**src/rtl/motor_drive_control_if.sv**
```systemverilog
// Steering/travel command inputs and motor-driver pin outputs for motor_drive_control.
// The master drives the command; the slave (motor_drive_control) drives the pins.
interface motor_drive_control_if;
    logic [3:0] dir;
    logic       direction;
    logic       pwm_l;
    logic       pwm_r;
    logic       fwd_l;
    logic       fwd_r;
    logic [7:0] duty_l;
    logic [7:0] duty_r;
    logic       settled;

    modport master (
        output dir, direction,
        input  pwm_l, pwm_r, fwd_l, fwd_r, duty_l, duty_r, settled
    );

    modport slave (
        input  dir, direction,
        output pwm_l, pwm_r, fwd_l, fwd_r, duty_l, duty_r, settled
    );
endinterface

```
**src/rtl/motor_drive_control.sv**
```systemverilog
// Turns a 4-bit steering code plus travel direction into slew-limited per-wheel PWM,
// inserting a zero-duty dead gap before any H-bridge polarity change.
module motor_drive_control #(
    parameter int unsigned BASE_DUTY   = 200,
    parameter int unsigned VEER_DUTY   = 120,
    parameter int unsigned PIVOT_DUTY  = 160,
    parameter int unsigned RAMP_STEP   = 8,
    parameter int unsigned RAMP_DIV    = 1000,
    parameter int unsigned DEAD_CYCLES = 50000
) (
    input  logic                  i_clk,
    input  logic                  i_rst,
    motor_drive_control_if.slave  bus
);
    localparam int unsigned PreW = (RAMP_DIV > 1) ? $clog2(RAMP_DIV) : 1;
    localparam int unsigned GapW = $clog2(DEAD_CYCLES + 1);
    localparam logic [7:0] BaseD  = BASE_DUTY[7:0];
    localparam logic [7:0] VeerD  = VEER_DUTY[7:0];
    localparam logic [7:0] PivotD = PIVOT_DUTY[7:0];
    localparam logic [7:0] StepD  = RAMP_STEP[7:0];
    localparam logic [3:0] DirStop = 4'b1111;

    typedef enum logic [1:0] {StStopped, StRun, StGap} state_e;

    state_e          r_state, w_state_nxt;
    logic [3:0]      r_dir;
    logic            r_trav;
    logic [7:0]      r_duty_l, r_duty_r, w_duty_l_nxt, w_duty_r_nxt;
    logic            r_fwd_l, r_fwd_r, w_fwd_l_nxt, w_fwd_r_nxt;
    logic [GapW-1:0] r_gap, w_gap_nxt;
    logic [PreW-1:0] r_pre;
    logic [7:0]      r_cnt;
    logic            r_pwm_l, r_pwm_r;
    logic [7:0]      w_tgt_l, w_tgt_r;
    logic            w_pol_l, w_pol_r, w_stop, w_tick;

    assign w_tick = (r_pre == PreW'(RAMP_DIV - 1));

    // Moves cur toward tgt by at most StepD without overshooting.
    function automatic logic [7:0] ramp(input logic [7:0] cur, input logic [7:0] tgt);
        logic [7:0] diff;
        if (cur < tgt) begin
            diff = tgt - cur;
            return cur + ((diff > StepD) ? StepD : diff);
        end
        diff = cur - tgt;
        return cur - ((diff > StepD) ? StepD : diff);
    endfunction

    always_comb begin
        w_tgt_l = 8'd0;
        w_tgt_r = 8'd0;
        w_pol_l = 1'b1;
        w_pol_r = 1'b1;
        w_stop  = 1'b0;
        case (r_dir)
            4'b0000: begin w_tgt_l = BaseD;  w_tgt_r = BaseD;  end
            4'b1001: begin w_tgt_l = BaseD;  w_tgt_r = VeerD;  end
            4'b1010: begin w_tgt_l = BaseD;  w_tgt_r = 8'd0;   end
            4'b1011: begin w_tgt_l = PivotD; w_tgt_r = PivotD; w_pol_r = 1'b0; end
            4'b0101: begin w_tgt_l = VeerD;  w_tgt_r = BaseD;  end
            4'b0110: begin w_tgt_l = 8'd0;   w_tgt_r = BaseD;  end
            4'b0111: begin w_tgt_l = PivotD; w_tgt_r = PivotD; w_pol_l = 1'b0; end
            default: w_stop = 1'b1;
        endcase
        if (!r_trav) begin
            w_pol_l = ~w_pol_l;
            w_pol_r = ~w_pol_r;
        end
    end

    always_comb begin
        w_state_nxt  = r_state;
        w_duty_l_nxt = r_duty_l;
        w_duty_r_nxt = r_duty_r;
        w_fwd_l_nxt  = r_fwd_l;
        w_fwd_r_nxt  = r_fwd_r;
        w_gap_nxt    = r_gap;
        case (r_state)
            StStopped: begin
                w_duty_l_nxt = 8'd0;
                w_duty_r_nxt = 8'd0;
                if (!w_stop) begin
                    w_fwd_l_nxt = w_pol_l;
                    w_fwd_r_nxt = w_pol_r;
                    w_state_nxt = StRun;
                end
            end
            StRun: begin
                if (w_stop) begin
                    w_duty_l_nxt = 8'd0;
                    w_duty_r_nxt = 8'd0;
                    w_state_nxt  = StStopped;
                end else if ((w_pol_l != r_fwd_l) || (w_pol_r != r_fwd_r)) begin
                    w_duty_l_nxt = 8'd0;
                    w_duty_r_nxt = 8'd0;
                    w_gap_nxt    = GapW'(DEAD_CYCLES - 1);
                    w_state_nxt  = StGap;
                end else if (w_tick) begin
                    w_duty_l_nxt = ramp(r_duty_l, w_tgt_l);
                    w_duty_r_nxt = ramp(r_duty_r, w_tgt_r);
                end
            end
            StGap: begin
                w_duty_l_nxt = 8'd0;
                w_duty_r_nxt = 8'd0;
                if (w_stop) begin
                    w_state_nxt = StStopped;
                end else if (r_gap == '0) begin
                    w_fwd_l_nxt = w_pol_l;
                    w_fwd_r_nxt = w_pol_r;
                    w_state_nxt = StRun;
                end else begin
                    w_gap_nxt = r_gap - 1'b1;
                end
            end
            default: w_state_nxt = StStopped;
        endcase
    end

    always_ff @(posedge i_clk) begin
        if (i_rst) begin
            r_state  <= StStopped;
            r_dir    <= DirStop;
            r_trav   <= 1'b1;
            r_duty_l <= 8'd0;
            r_duty_r <= 8'd0;
            r_fwd_l  <= 1'b1;
            r_fwd_r  <= 1'b1;
            r_gap    <= '0;
            r_pre    <= '0;
            r_cnt    <= 8'd0;
            r_pwm_l  <= 1'b0;
            r_pwm_r  <= 1'b0;
        end else begin
            r_state  <= w_state_nxt;
            r_dir    <= bus.dir;
            r_trav   <= bus.direction;
            r_duty_l <= w_duty_l_nxt;
            r_duty_r <= w_duty_r_nxt;
            r_fwd_l  <= w_fwd_l_nxt;
            r_fwd_r  <= w_fwd_r_nxt;
            r_gap    <= w_gap_nxt;
            r_pre    <= w_tick ? '0 : r_pre + 1'b1;
            r_cnt    <= r_cnt + 8'd1;
            r_pwm_l  <= (r_cnt < r_duty_l);
            r_pwm_r  <= (r_cnt < r_duty_r);
        end
    end

    assign bus.pwm_l   = r_pwm_l;
    assign bus.pwm_r   = r_pwm_r;
    assign bus.fwd_l   = r_fwd_l;
    assign bus.fwd_r   = r_fwd_r;
    assign bus.duty_l  = r_duty_l;
    assign bus.duty_r  = r_duty_r;
    assign bus.settled = (r_state == StRun) && (r_duty_l == w_tgt_l) && (r_duty_r == w_tgt_r);
endmodule

```
**src/flat_wrapper.sv**
```systemverilog
// flat-port wrapper written by rule: the top's interface ports become plain ports
module motor_drive_control_flat 
#(
    parameter int unsigned BASE_DUTY   = 200,
    parameter int unsigned VEER_DUTY   = 120,
    parameter int unsigned PIVOT_DUTY  = 160,
    parameter int unsigned RAMP_STEP   = 8,
    parameter int unsigned RAMP_DIV    = 1000,
    parameter int unsigned DEAD_CYCLES = 50000
)
  (i_clk, i_rst, bus_dir, bus_direction, bus_pwm_l, bus_pwm_r, bus_fwd_l, bus_fwd_r, bus_duty_l, bus_duty_r, bus_settled);
  motor_drive_control_if bus_i ();
  input  logic i_clk;
  input  logic i_rst;
  input wire logic [$bits(bus_i.dir)-1:0] bus_dir;
  input wire logic [$bits(bus_i.direction)-1:0] bus_direction;
  output wire logic [$bits(bus_i.pwm_l)-1:0] bus_pwm_l;
  output wire logic [$bits(bus_i.pwm_r)-1:0] bus_pwm_r;
  output wire logic [$bits(bus_i.fwd_l)-1:0] bus_fwd_l;
  output wire logic [$bits(bus_i.fwd_r)-1:0] bus_fwd_r;
  output wire logic [$bits(bus_i.duty_l)-1:0] bus_duty_l;
  output wire logic [$bits(bus_i.duty_r)-1:0] bus_duty_r;
  output wire logic [$bits(bus_i.settled)-1:0] bus_settled;
  assign bus_i.dir = bus_dir;
  assign bus_i.direction = bus_direction;
  assign bus_pwm_l = bus_i.pwm_l;
  assign bus_pwm_r = bus_i.pwm_r;
  assign bus_fwd_l = bus_i.fwd_l;
  assign bus_fwd_r = bus_i.fwd_r;
  assign bus_duty_l = bus_i.duty_l;
  assign bus_duty_r = bus_i.duty_r;
  assign bus_settled = bus_i.settled;
  motor_drive_control #(.BASE_DUTY(BASE_DUTY), .VEER_DUTY(VEER_DUTY), .PIVOT_DUTY(PIVOT_DUTY), .RAMP_STEP(RAMP_STEP), .RAMP_DIV(RAMP_DIV), .DEAD_CYCLES(DEAD_CYCLES)) u_core (.i_clk(i_clk), .i_rst(i_rst), .bus(bus_i));
endmodule
```
**config.mk**
```make
export PLATFORM = sky130hd
export DESIGN_NAME = motor_drive_control_flat
export DESIGN_NICKNAME = d
export VERILOG_FILES = /design/src/rtl/motor_drive_control_if.sv /design/src/rtl/motor_drive_control.sv /design/src/flat_wrapper.sv
export SDC_FILE = /design/constraint.sdc
export NUM_CORES = 1
export LEC_CHECK = 0
export ABC_CLOCK_PERIOD_IN_PS = 5700
export CORE_MARGIN = 2
export CORE_UTILIZATION = 50
export DETAILED_ROUTE_END_ITERATION = 7
export PLACE_DENSITY = 0.73
export SETUP_SLACK_MARGIN = 0.2
export SLEW_MARGIN = 10
export SYNTH_ARGS = -nofsm -noshare
export SYNTH_HDL_FRONTEND = slang
export SYNTH_SLANG_ARGS = --single-unit
```
**constraint.sdc**
```tcl
create_clock -name i_clk -period 5.7 [get_ports i_clk]
set_clock_uncertainty 0.2 [all_clocks]
set_input_delay 1.14 -clock i_clk [delete_from_list [all_inputs] [get_ports i_clk]]
set_output_delay 1.14 -clock i_clk [all_outputs]
set_load 0.1 [all_outputs]
```
==> results of run 1 <==
-- worst reg2reg max path, cell delays in order (launching register included) --
cell and delay, ps:
dfxtp_4 380, xor2_1 200, a21oi_1 170, nor2_1 80, a21oi_2 190, inv_1 110
ha_1 300, or3b_4 410, o211ai_2 220, nand4_1 170, a2111oi_4 500, nand2_1 100
ha_1 310, a22oi_2 180, ha_1 250, nor2b_1 120, o21a_1 180, o21a_1 180
o21ai_1 180, a21oi_1 100, xor2_1 160, a211o_1 300, a31oi_1 140
-- cell usage after synthesis, types with 2 or more instances --
cell type	count	area, µm²
nand3b_1	2	15.0
a211o_1	2	17.5
nand4b_1	2	17.5
a31oi_1	6	37.5
a21o_1	21	158
nor3_1	26	130
o41a_1	2	22.5
and3_1	6	37.5
nor3b_1	4	30.0
a21oi_1	52	260
a22oi_1	5	37.5
fa_1	4	80.1
o21bai_1	2	15.0
and3b_1	2	17.5
o21ai_1	5	25.0
nand2b_1	17	106
nand4_1	4	25.0
nand3_1	18	90.1
nor4_1	7	43.8
ha_1	55	688
mux2i_1	3	30.0
dfxtp_1	61	1220
o21a_1	6	45.0
or2_2	9	56.3
nor2_1	72	270
or3b_2	2	17.5
xnor2_1	23	201
nand2_1	45	169
o41ai_1	2	17.5
buf_2	5	25.0
o21ai_0	19	95.1
a32oi_1	3	26.3
clkbuf_1	23	86.3
xor2_1	24	210
inv_1	35	131
or3_1	4	25.0
o22ai_1	2	12.5
or4_4	2	22.5
nor2b_1	21	131
a211oi_1	6	45.0
a2111oi_4	2	55.1
o211ai_1	2	15.0
-- power breakdown --
part,switching [µW],total [µW],internal [µW]
logic,228,398,171
clock network,183,429,246
registers,23.1,468,445
total,433,1290,861
-- cell type report --
class | instances | area (µm²)
fill | 904 | 4110
multi-input combinational | 513 | 3580
sequential | 61 | 1230
timing repair buffer | 37 | 343
tap | 133 | 166
inverter | 35 | 131
clock buffer | 10 | 128
clock inverter | 6 | 86.3
-- timing repair --
action | in CTS | in global routing
setup buffers | 0 | 3
endpoints found under the setup margin | 0 | 9
hold endpoints to repair | 0 | 0
resized for setup | 0 | 8
-- logic make-up after synthesis --
kind of cell	Yosys count	synth area share, %
AO/OA/AOI/OAI	153	21.2
XOR/XNOR	47	8.17
buffers and inverters	64	4.97
flip-flops	61	24.2
AND/OR/NAND/NOR	250	25.4
adder cells (fa/ha/maj)	59	15.2
multiplexers	4	0.869
-- routing by layer --
layer / part of all wire (%) / up-vias
met5: 0 / -
met4: 1.4 / 0
met3: 3.9 / 13
met2: 47 / 83
met1: 48 / 2079
li1: - / 2279
-- placed cells by master (no fill, tap or decap), types with 4 or more instances in the layout --
cell type and n:
a211oi_1 6, a21o_1 21, a21oi_1 51, a22oi_1 4
a31oi_1 6, and3_1 6, buf_4 11, clkbuf_8 9
clkdlybuf4s50_1 26, dfxtp_1 59, fa_1 4, ha_1 54
inv_1 35, nand2_1 45, nand2b_1 17, nand3_1 18
nand4_1 4, nor2_1 72, nor2b_1 21, nor3_1 26
nor3b_1 4, nor4_1 7, o21a_1 6, o21ai_0 17
o21ai_1 6, or2_2 9, or3_1 4, xnor2_1 23
xor2_1 24
-- flip-flops by register name, summed over array words and instances (netlist names) --
name	cells
u_core.r_gap	16
u_core.r_pre	10
u_core.bus.duty_l	8
u_core.bus.duty_r	8
u_core.r_cnt	8
u_core.r_dir	4
u_core.r_state	2
u_core.bus.fwd_l	1
u_core.bus.fwd_r	1
u_core.bus.pwm_l	1
u_core.bus.pwm_r	1
u_core.r_trav	1
-- metrics by stage --
| stage | power [µW] | setup slack, ps | area, µm² | hold WS [ps] |
|---|---|---|---|---|
| after detailed placement | 865 | 222 | 5410 | 262 |
| after CTS | 1300 | 203 | 5620 | 279 |
| final | 1290 | 495 | 5670 | 276 |
| after floorplan | 790 | 485 | 5040 | 228 |
| after global routing | 1370 | 140 | 5670 | 304 |
| after global placement | 853 | 441 | 5410 | 243 |
-- how the worst min path moves through the flow --
stage | slack [ps] | endpoint | from | cells after the start
after global routing | 300 | u_core.r_pre[0]$_SDFF_PP0_ | u_core.r_pre[0]$_SDFF_PP0_ | 1
after global placement | 240 | u_core.r_pre[0]$_SDFF_PP0_ | u_core.r_pre[0]$_SDFF_PP0_ | 1
after CTS | 280 | u_core.r_cnt[0]$_SDFF_PP0_ | u_core.r_cnt[0]$_SDFF_PP0_ | 1
final | 280 | u_core.r_pre[0]$_SDFF_PP0_ | u_core.r_pre[0]$_SDFF_PP0_ | 1
after floorplan | 230 | u_core.r_cnt[0]$_SDFF_PP0_ | u_core.r_cnt[0]$_SDFF_PP0_ | 1
after detailed placement | 260 | u_core.r_cnt[0]$_SDFF_PP0_ | u_core.r_cnt[0]$_SDFF_PP0_ | 1
==> flow_summary.toml, run 1 <==
[grt]
grt_pass1_wl_um = 18800
grt_pass1_vias = 4117
grt_max_degree = 42
grt_busiest_layer = "met2"
track_usage_pct = 20.8
met2_usage_pct = 34.7
use_met1_pct = 27.1
antenna_found_initial = 0
grtUsageMet3_pct = 4.14
grt_overflow = 0

[logic_synthesis]
avgSynthCellArea_um2 = 7.90
ys_seq_elements = 61
synth-edff-count = 0
synth_warnings = 0
synth_flop_cell = "dfxtp_1"
synth.distinct_cells = 67
synth-seq-area-share_pct = 24.2
syn_nets = 704
syn_inst = 638
synth_area_um2 = 5040
async_reset_ff_share_pct = 0

[clock_network]
cts.sinks = 61
htree_levels = 3
cts_hold_buffers = 0
tritoncts = "yes"
clk_pin_slew_ps = 70
clk_latency_ps = 360
cts_buffers = 9
cts-root-buf = "clkbuf_8"
clockBufferDepth = 2

[setup_path]
path_class = "reg -> reg"
worstPathBufferInverterCount = 1
cp_num_cells = 22
cp.required_ps = 5780
r2r-start = "u_core.r_dir[3]$_SDFF_PP1_"
startpoint = "u_core.r_dir[3]$_SDFF_PP1_"
crit_slowest_cell = "a2111oi_4"
cp.arrival_ps = 5290
worstSetupEndpointType = "flop"
reg2reg_depth = 22
cp-start-kind = "flop"
critPathMaxFanout = 12
cp_top_family = "compound AO/OA/AOI/OAI gates"
crit_top_cell = "ha_1"
crit_end = "u_core.bus.duty_l[7]$_SDFFE_PP0P_"
worstReg2RegEnd = "u_core.bus.duty_l[7]$_SDFFE_PP0P_"
slowest_delay_ps = 490
regToRegSetupSlack_ps = 500
cp_cell_sequence = "xor2_1 -> a21oi_1 -> nor2_1 -> a21oi_2 -> inv_1 -> ha_1 -> or3b_4 -> o211ai_2 -> nand4_1 -> a2111oi_4 -> nand2_1 -> ha_1 -> a22oi_2 -> ha_1 -> nor2b_1 -> o21a_1 -> o21a_1 -> o21ai_1 -> a21oi_1 -> xor2_1 -> a211o_1 -> a31oi_1"

[power]
ir_drop_mv = 0.145
p_leak_uw = 0.00230
pwr_density_cell_nw_per_um2 = 228

[sta]
finalSetupViolations = 0
tightestPinTransition_ps = 977
period_share_pct = 91.3
hold_violations = 0
drv_slew = 0
setup_tns_ps = 0
max_freq_mhz = 192
rsz0062_at_grt = "yes"
slew_headroom_pct = 34.6
period_needed_ps = 5200

[layout]
finish.net_count = 723
finish.utilization_pct = 58.0
drive_gt1_share_pct = 8.31
diodes = 0
stdcell_count = 795
area_growth_pct = 12.4

[routing]
drcViolationCount = 0
drt-total-wl_um = 11200
ant_nets = 0
post_drt_via_cell_ratio = 5.60
first_pass_iters = 4
wl_per_cell_um = 14.1
drtIter0Drc = 158
vias = 4454

[run]
cap_viol_max_count = 0

[floorplan]
die_w_um = 104
die_y_um = 104
die_area_um2 = 10900
core_area_um2 = 9770
row_count = 36
ios = 28
initial_utilization_pct = 51.5

[worst_hold_path]
holdCritPathClass = "reg -> reg"

[place]
routabilityCongestion = 0.844
dp_cells = 776
hpwlAfterDp_um = 8440
port-buffer-count = 27

[outcome]
status = "completed"
No activity file was read; power rests on OpenSTA's default activity.
==> run 2, diff against run 1 <==
SKIP_LAST_GASP = 1   (was not set)
==> results of run 2 <==
The final DEF is identical to that of run 1; final timing and power are the same.
